`src/rtl/serial_adder.sv`:
```
// serial_adder: bit-serial a+b+ci, one full-adder slice per clock, LSB first
module serial_adder #(
   parameter int WIDTH = 8
) (
   input  logic             clk,
   input  logic             rst_n,
   input  logic             start,
   input  logic [WIDTH-1:0] a,
   input  logic [WIDTH-1:0] b,
   input  logic             ci,
   output logic             busy,
   output logic             done,
   output logic [WIDTH-1:0] s,
   output logic             co
);
   localparam int CW = $clog2(WIDTH + 1);
   typedef enum logic [1:0] {IDLE, RUN, DONE} state_t;
   state_t state, state_n;
   logic [WIDTH-1:0] ra, rb, rs;
   logic [WIDTH:0] rs_ext;
   logic [CW-1:0] cnt;
   logic carry, sum_bit, carry_n, accept, last;
   assign sum_bit = ra[0] ^ rb[0] ^ carry;
   assign carry_n = (ra[0] & rb[0]) | (ra[0] & carry) | (rb[0] & carry);
   assign rs_ext  = {sum_bit, rs};
   assign accept  = start && state != RUN;
   assign last    = cnt == CW'(WIDTH - 1);
   assign busy    = state == RUN;
   assign done    = state == DONE;
   // state register
   always_ff @(posedge clk or negedge rst_n)
      if (!rst_n) state <= IDLE;
      else state <= state_n;
   // next state: a start in IDLE or DONE always wins, RUN ends on the last bit
   always_comb begin
      state_n = accept ? RUN : (state == RUN && last) ? DONE : state == DONE ? IDLE : state;
   end
   // datapath: latch operands on accept, shift one bit per RUN edge, publish result on the last bit
   always_ff @(posedge clk or negedge rst_n)
      if (!rst_n) begin
         ra    <= '0;
         rb    <= '0;
         rs    <= '0;
         carry <= 1'b0;
         cnt   <= '0;
         s     <= '0;
         co    <= 1'b0;
      end else if (accept) begin
         ra    <= a;
         rb    <= b;
         carry <= ci;
         cnt   <= '0;
      end else if (state == RUN) begin
         ra    <= ra >> 1;
         rb    <= rb >> 1;
         carry <= carry_n;
         rs    <= rs_ext[WIDTH:1];
         cnt   <= cnt + 1'b1;
         if (last) begin
            s  <= rs_ext[WIDTH:1];
            co <= carry_n;
         end
      end
endmodule

```
`config.mk`:
```
export PLATFORM = sky130hd
export DESIGN_NAME = serial_adder
export DESIGN_NICKNAME = d
export VERILOG_FILES = /design/src/rtl/serial_adder.sv
export SDC_FILE = /design/constraint.sdc
export NUM_CORES = 1
export LEC_CHECK = 0
export ABC_CLOCK_PERIOD_IN_PS = 3140
export CORE_ASPECT_RATIO = 0.5
export CORE_MARGIN = 1.5
export CORE_UTILIZATION = 55
export CTS_CLUSTER_DIAMETER = 40
export DETAILED_ROUTE_END_ITERATION = 8
export PLACE_DENSITY = 0.86
export SETUP_SLACK_MARGIN = 0.05
export SLEW_MARGIN = 20
export SYNTH_ARGS = -nofsm -noshare
export SYNTH_HDL_FRONTEND = slang
export SYNTH_SLANG_ARGS = --single-unit
```
`constraint.sdc`:
```
create_clock -name clk -period 3.14 [get_ports clk]
set_input_delay 0.628 -clock clk [delete_from_list [all_inputs] [get_ports clk]]
set_output_delay 0.628 -clock clk [all_outputs]
set_load 0.05 [all_outputs]
```
# ---- Word-level counts from Yosys, hierarchy flattened
# Index checks and enable logic that the tools add are counted.
dict set report word_totals {
  reg_bits 40
  inputBits 20
  out_inout_bits 11
  word_cells 38
}
dict set report classes {
  add_sub_neg 1
  eq_ne 4
  mux 11
  bitwise_logic 8
  reduce_logical 6
}
# op count
set ops {}
lappend ops {{$mux 8} 4}
lappend ops {{$mux 4} 2}
lappend ops {{$mux 2} 3}
lappend ops {{$add 4x1->4 const B} 1}
lappend ops {{$eq 4x3->1 const B} 1}
lappend ops {{$and 1x1->1} 3}
lappend ops {{$reduce_and 3->1} 1}
lappend ops {{$reduce_bool 3->1} 1}
lappend ops {{$eq 2x1->1 const B} 1}
lappend ops {{$eq 2x2->1 const B} 1}
lappend ops {{$logic_and 1x1->1} 2}
lappend ops {{$mux 1} 2}
lappend ops {{$ne 2x1->1 const B} 1}
lappend ops {{$or 1x1->1} 2}
lappend ops {{$reduce_and 2->1} 1}
lappend ops {{$reduce_bool 2->1} 1}
lappend ops {{$xor 1x1->1} 2}
lappend ops {{$not 1->1} 1}

# ---- Longest topological paths before layout
# Gate-level depths: netlist of the first run.
dict set report logic_depth {
  word_depth 5
  depth_mapped 5
  depth_no_buf 4
}

# ---- Worst setup path before layout of the first run
# Ideal clock, no wire load.
dict set report synth_path {
  path_kind {reg-to-output}
  startpoint {register state[1]}
  endpoint {output busy}
  t_arrival_ns 0.980
  required_ns 2.512
  slack_ns 1.532
  path_stages_with_launch 4
  path_buffers 1
  path_cell_list {dfrtp_1 > nand2b_4 > inv_2 > buf_2}
}
dict set report synth_via {
  elab_chain_cells 1
}
# item line_no
set synth_lines {}
lappend synth_lines {{start, declared} 18} ;# state_t state, state_n;
lappend synth_lines {{start signal, assigned} 33} ;# else state <= state_n;
lappend synth_lines {{$eq 2x1->1} 28} ;# assign busy = state == RUN;
lappend synth_lines {{end, declared} 11} ;# output logic busy,
# No other way between the ends.

# ---- Worst setup path in the final report of the first run
# Same ends and word-level chain as after synthesis.

==> impl_metrics.yaml, run 1 <==
clock_tree:
  clk_latency_ns: 0.29
  root_buffer: "clkbuf_8"
  clk_path_buf_depth: 2
  cts.hold.buffers_added: 0
  clock_sinks: 39
  cts_tree: "built"
  cts_setup_buffers: 0
  clk_pin_slew_worst_paths_ns: 0.08
  cts_resized: 0
  htreeDepth: 2
  cts_made_buffers: 5
finish:
  drive_gt1_share_pct: 13.81
  syn2layout_area_growth_pct: 27.41
  multiInputGateArea_um2: 679.4
  antennaDiodeCount: 0
  fillCellCount: 176
  regArea_um2: 975.9
  nets: 202
route:
  drtAntennaViolNets: 0
  drt-total-wl_um: 3189
  vias: 1170
  post_drt_via_cell_ratio: 5.367
  drc: 0
  drt_iter0_drc: 41
  drt-pass1-iter-count: 4
  avgRoutedWirePerCell_um: 14.63
synth:
  ys_ff_latch: 39
  synth_area_leaders: "dfrtp_1 58%, mux2i_1 11%, nand2_1 8.9%, o21ai_0 5.3%, mux2_2 5.3%"
  yosysWarnings: 0
  synth_edf_count: 0
  ys_seq_area_share_pct: 57.78
  synth_most_common_cell: "nand2_1"
  synth_common_cells: "40 x nand2_1, 39 x dfrtp_1, 18 x mux2i_1, 18 x o21ai_0, 8 x mux2_2"
  synth_top_area_share_pct: 57.78
  synthArstFlopShare_pct: 100.0
  ys.flop_type: "dfrtp_1"
  syn_nets: 170
  syn_inst: 148
  syn_area_per_cell_um2: 11.41
  synth_area_um2: 1689
  synth_cell_types: 23
  synth_area_leader_cell: "dfrtp_1"
sta:
  relSlewSlack_pct: 43.67
  maxSlewViolCount: 0
  max_freq_ghz: 0.4044
  worst_clock_skew_ns: 0.003499
  finalSetupViolations: 0
  layout_worst_path_cycle_share_pct: 78.74
  final.min_clock_period_ns: 2.473
  final-hold-violation-count: 0
  worst_pin_slew_ns: 0.8450
  tns_ns: 0
  grt_setup_unrepaired: "no"
floorplan:
  num_rows: 13
  dieWidth_um: 81.37
  die_h_um: 42.19
  die_area_um2: 3433
  ios: 31
  core_um2: 2749
  initial_core_util_pct: 61.45
placement:
  hpwl_um: 2150
  portBuffers: 30
  gp_congestion: 0.7156
global_routing:
  grt_max_degree: 46
  grt_util_all_layers_pct: 21.87
  grt_pass1_wl_um: 5347
  antenna_found_initial: 0
  grt_overflow: 0
  grt_pass1_vias: 1149
status:
  status: "completed"
pwr:
  leakagePower_nw: 1.017
  p_comb_share_pct: 39.2
  internal-power_mw: 1.364
  power_frac_clock_pct: 22.4
  pwr_density_cell_nw_per_um2: 1032
  vdd_drop_max_mv: 0.6264
  swShare_pct: 38.55
  seq_power_share_pct: 38.4
  power_mw: 2.221
  switchingPower_uw: 856.0
setup_path:
  crit_required_ns: 2.51
  reg2reg_slack_ns: 1.48
  startpoint_type: "flop"
  r2r_start: "state[1]"
  path_max_fanout: 14
  cp.arrival_ns: 1.84
  critPathCaptureType: "output pin"
  crit_type: "flop to output pin"
  reg2reg_to: "cnt[2]"
  reg2reg_depth: 5
worst_hold_path:
  hp-class: "input port to asynchronous set/reset pin"
job:
  maxCapViolCount: 0
==> state kept, by name, indices dropped and copies added (netlist names) <==
name	flops
ra	8
rb	8
s	8
rs	7
cnt	4
state	2
carry	1
co	1
==> per-layer routing <==
metal,vias to the layer above,wire (um),GRT usage (%)
met5,-,0,0
met4,0,33,7.241
met3,4,107,7.826
met2,24,1670,37.69
met1,576,1378,25.36
li1,566,-,-
==> cells in the final DEF (no fill, tap or decap) <==
cell | netlist | routed
nand2_1 | 40 | 40
dfrtp_1 | 39 | 39
clkdlybuf4s50_1 | 0 | 29
o21ai_0 | 18 | 18
mux2i_1 | 18 | 18
mux2_2 | 8 | 8
clkbuf_8 | 0 | 5
mux2_4 | 2 | 2
nor2_1 | 2 | 2
bufinv_16 | 0 | 2
buf_4 | 0 | 2
and2b_1 | 1 | 1
nand2b_4 | 1 | 1
inv_2 | 1 | 1
nand3b_1 | 1 | 1
nor3_4 | 1 | 1
or3_4 | 1 | 1
a22o_1 | 1 | 1
nand3_1 | 1 | 1
nor3_1 | 1 | 1
nor3b_1 | 1 | 1
a311o_1 | 1 | 1
nand2b_1 | 1 | 1
fa_1 | 1 | 1
ha_1 | 1 | 1
clkinvlp_4 | 0 | 1
buf_2 | 3 | 1
==> layout make-up <==
| class | instances | share of cell area [%] |
|---|---|---|
| flip-flops and latches | 39 | 45.35 |
| inverters | 1 | 0.1744 |
| clock inverters | 3 | 3.140 |
| multi-input cells | 101 | 31.57 |
| repair buffers | 32 | 14.42 |
| clock buffers | 5 | 3.198 |
| well taps | 37 | 2.151 |
==> worst max-delay path, stage by stage, from the launching register on <==
cell	delay, ns
dfrtp_1	0.40
nand2b_4	0.22
inv_2	0.10
clkdlybuf4s50_1	0.83
==> cell families after synthesis <==
family                   share of synthesized area, %
AO/OA/AOI/OAI                                   6.445
adder cells (fa/ha/maj)                         1.926
buffers and inverters                           1.999
flip-flops                                      57.78
multiplexers                                    17.78
AND/OR/NAND/NOR                                 14.07
==> worst max-delay path by stage <==
stage                     startpoint    to  slack, ns
after CTS                   state[1]  busy       0.66
after floorplan             state[1]  busy       1.53
final                       state[1]  busy       0.67
after global routing        state[1]  busy       0.61
after global placement      state[1]  busy       1.07
after detailed placement    state[1]  busy        1.0
==> power by group through the flow <==
stage / Sequential, mW / Combinational [mW] / Clock, mW
4_1_cts: 0.853 / 0.883 / 0.505
3_5_place_dp: 0.863 / 0.873 / 0
5_1_grt: 0.881 / 0.950 / 0.530
3_3_place_gp: 0.842 / 0.832 / 0
6_report: 0.854 / 0.870 / 0.496
2_1_floorplan: 1.01 / 0.449 / 0
==> through the flow <==
step	std cells	utilization [%]	worst slack, ns	area, um^2	hold WS, ns
6_report	218	78.29	0.6674	2152	0.4430
3_3_place_gp	210	73.33	1.066	2016	0.4608
2_1_floorplan	148	-	1.532	1689	0.3324
3_5_place_dp	210	73.33	0.9992	2016	0.4697
5_1_grt	218	78.29	0.6116	2152	0.5042
4_1_cts	218	78.29	0.6560	2152	0.4625
Note: power is estimated with default switching activity, not from simulation.
==> run 2: changes to the inputs <==
Settings changed: ABC_CLOCK_PERIOD_IN_PS 3140 to 2000, CORE_UTILIZATION 55 to 46, PLACE_DENSITY 0.86 to 0.77.
Clock period 3.14 ns to 2 ns, I/O delays scaled along.
==> impl_metrics.yaml, run 2 (same netlist as run 1, synthesis figures left out) <==
pwr:
  swShare_pct: 40.25
  power_frac_clock_pct: 15.9
  seq_power_share_pct: 41.2
  switchingPower_mw: 1.292
  leakagePower_nw: 1.013
  p_comb_share_pct: 42.9
  pwr_density_cell_nw_per_um2: 1496
  vdd_drop_max_mv: 0.4667
  internal-power_mw: 1.917
setup_path:
  crit_path_start: "s[5]"
  path_buf_inv: 1
  cp.arrival_ns: 1.44
  reg2reg_depth: 4
  crit_type: "flop to output pin"
  crit_slowest_cell: "clkdlybuf4s50_1"
  crit_required_ns: 1.60
  startpoint_type: "flop"
  reg2reg_to: "s[5]"
  path_max_fanout: 2
  reg2reg_slack_ns: 0.48
  crit_path_max_incr_delay_ns: 0.81
  critPathCaptureType: "output pin"
  path_delay_family: "buffers and inverters"
  r2r_start: "cnt[0]"
  path_cells: "clkdlybuf4s50_1"
route:
  vias: 1137
  drc: 0
  drt_iter0_drc: 68
  drt-total-wl_um: 2910
  post_drt_via_cell_ratio: 4.880
  drt-pass1-iter-count: 4
  avgRoutedWirePerCell_um: 12.49
  drtAntennaViolNets: 0
sta:
  maxSlewViolCount: 0
  finalSetupViolations: 0
  worst_clock_skew_ns: 0.006891
  max_freq_ghz: 0.5441
  finalWorstSetupSlack_ns: 0.1620
  grt_setup_unrepaired: "no"
  relSlewSlack_pct: 66.46
  worst_pin_slew_ns: 0.5015
  final.min_clock_period_ns: 1.838
  timing.hold.ws_ns: 0.1515
  tns_ns: 0
  layout_worst_path_cycle_share_pct: 91.90
  final-hold-violation-count: 0
floorplan:
  ios: 31
  dieWidth_um: 88.70
  num_rows: 15
  initial_core_util_pct: 48.65
  die_area_um2: 4067
  die_h_um: 45.85
  core_um2: 3472
clock_tree:
  htreeDepth: 2
  cts_tree: "built"
  root_buffer: "clkbuf_8"
  cts.hold.buffers_added: 0
  clock_sinks: 39
  clk_path_buf_depth: 2
  clk_latency_ns: 0.28
  cts_made_buffers: 5
  clk_pin_slew_worst_paths_ns: 0.08
placement:
  gp_congestion: 0.7165
  dp_cells: 225
  dpl_worst_slack_ns: 0.4028
  hpwl_um: 1966
  portBuffers: 30
finish:
  final_cell_mix: "40 x nand2_1, 39 x dfrtp_1, 27 x clkdlybuf4s50_1"
  syn2layout_area_growth_pct: 26.96
  stdcell_count: 233
  reg.largest.list: "ra (8), rb (8), s (8)"
  fillCellCount: 270
  final_common_cell: "nand2_1"
  multiInputGateArea_um2: 679.4
  drive_gt1_share_pct: 14.29
  antennaDiodeCount: 0
  nets: 203
  regArea_um2: 975.9
global_routing:
  grt_pass1_vias: 1102
  grt_util_all_layers_pct: 17.02
  grt_overflow: 0
  grt_pass1_wl_um: 5064
  antenna_found_initial: 0
  grt_max_degree: 40
job:
  maxCapViolCount: 0
status:
  status: "completed"
worst_hold_path:
  hp-class: "input port to asynchronous set/reset pin"
==> run 2: cell count changes in the layout (fill, tap and decap cells not counted) <==
cell	before	now
bufinv_16	2	0
buf_12	0	2
clkinv_2	0	1
clkdlybuf4s50_1	29	27
clkbuf_1	0	2
buf_4	2	3
inv_4	0	1
clkinvlp_4	1	0
inv_2	1	0
==> run 2: worst max-delay path by stage <==
stage,to,depth (start not counted)
after floorplan,co,4
after global placement,cnt[3],4
after detailed placement,cnt[3],4
after CTS,busy,3
after global routing,s[6],1
final,s[5],1
==> run 2: power groups by stage <==
stage               clock (mW)  combinational [mW]  sequential (mW)
global placement             0                1.34             1.32
CTS                      0.519                1.39             1.32
floorplan                    0               0.705             1.58
detailed placement           0                1.38             1.34
global route             0.554                1.51             1.37
finish                   0.510                1.38             1.32
==> run 2: per-stage QoR <==
step	area, um^2	utilization [%]	power (mW)
4_1_cts	2142	61.69	3.229
3_3_place_gp	2061	59.35	2.664
6_report	2145	61.77	3.209
3_5_place_dp	2061	59.35	2.716
5_1_grt	2145	61.77	3.438
2_1_floorplan	1689	-	2.285
==> run 2: area by class of cell <==
type,instances,share of cell area [%]
sequential,39,45.51
multi-input combinational,101,31.68
timing repair buffer,33,15.75
clock buffer,7,3.559
tap,51,2.975
inverter,1,0.2917
clock inverter,1,0.2334
==> run 2: what timing repair did <==
action / 4_1_cts / 5_1_grt
endpoints found under the hold margin: 0 / 0
setup buffers: 0 / 0
endpoints found under the setup margin: 0 / 1
gates resized for setup: 0 / 2
==> run 2: worst reg2reg max path, stage by stage, from the launching register on <==
cell and delay (ns):
dfrtp_1 0.39, ha_1 0.20, nand2_1 0.12, nor3_4 0.32, mux2_2 0.38
==> run 2: layer usage <==
| metal | share of wire [%] | up-vias | GRT usage (%) |
|---|---|---|---|
| met2 | 47 | 18 | 28.03 |
| met4 | 0.14 | 0 | 4.688 |
| met1 | 50 | 549 | 21.72 |
| met5 | 0 | - | 0 |
| met3 | 3.1 | 2 | 5.978 |
| li1 | - | 568 | - |
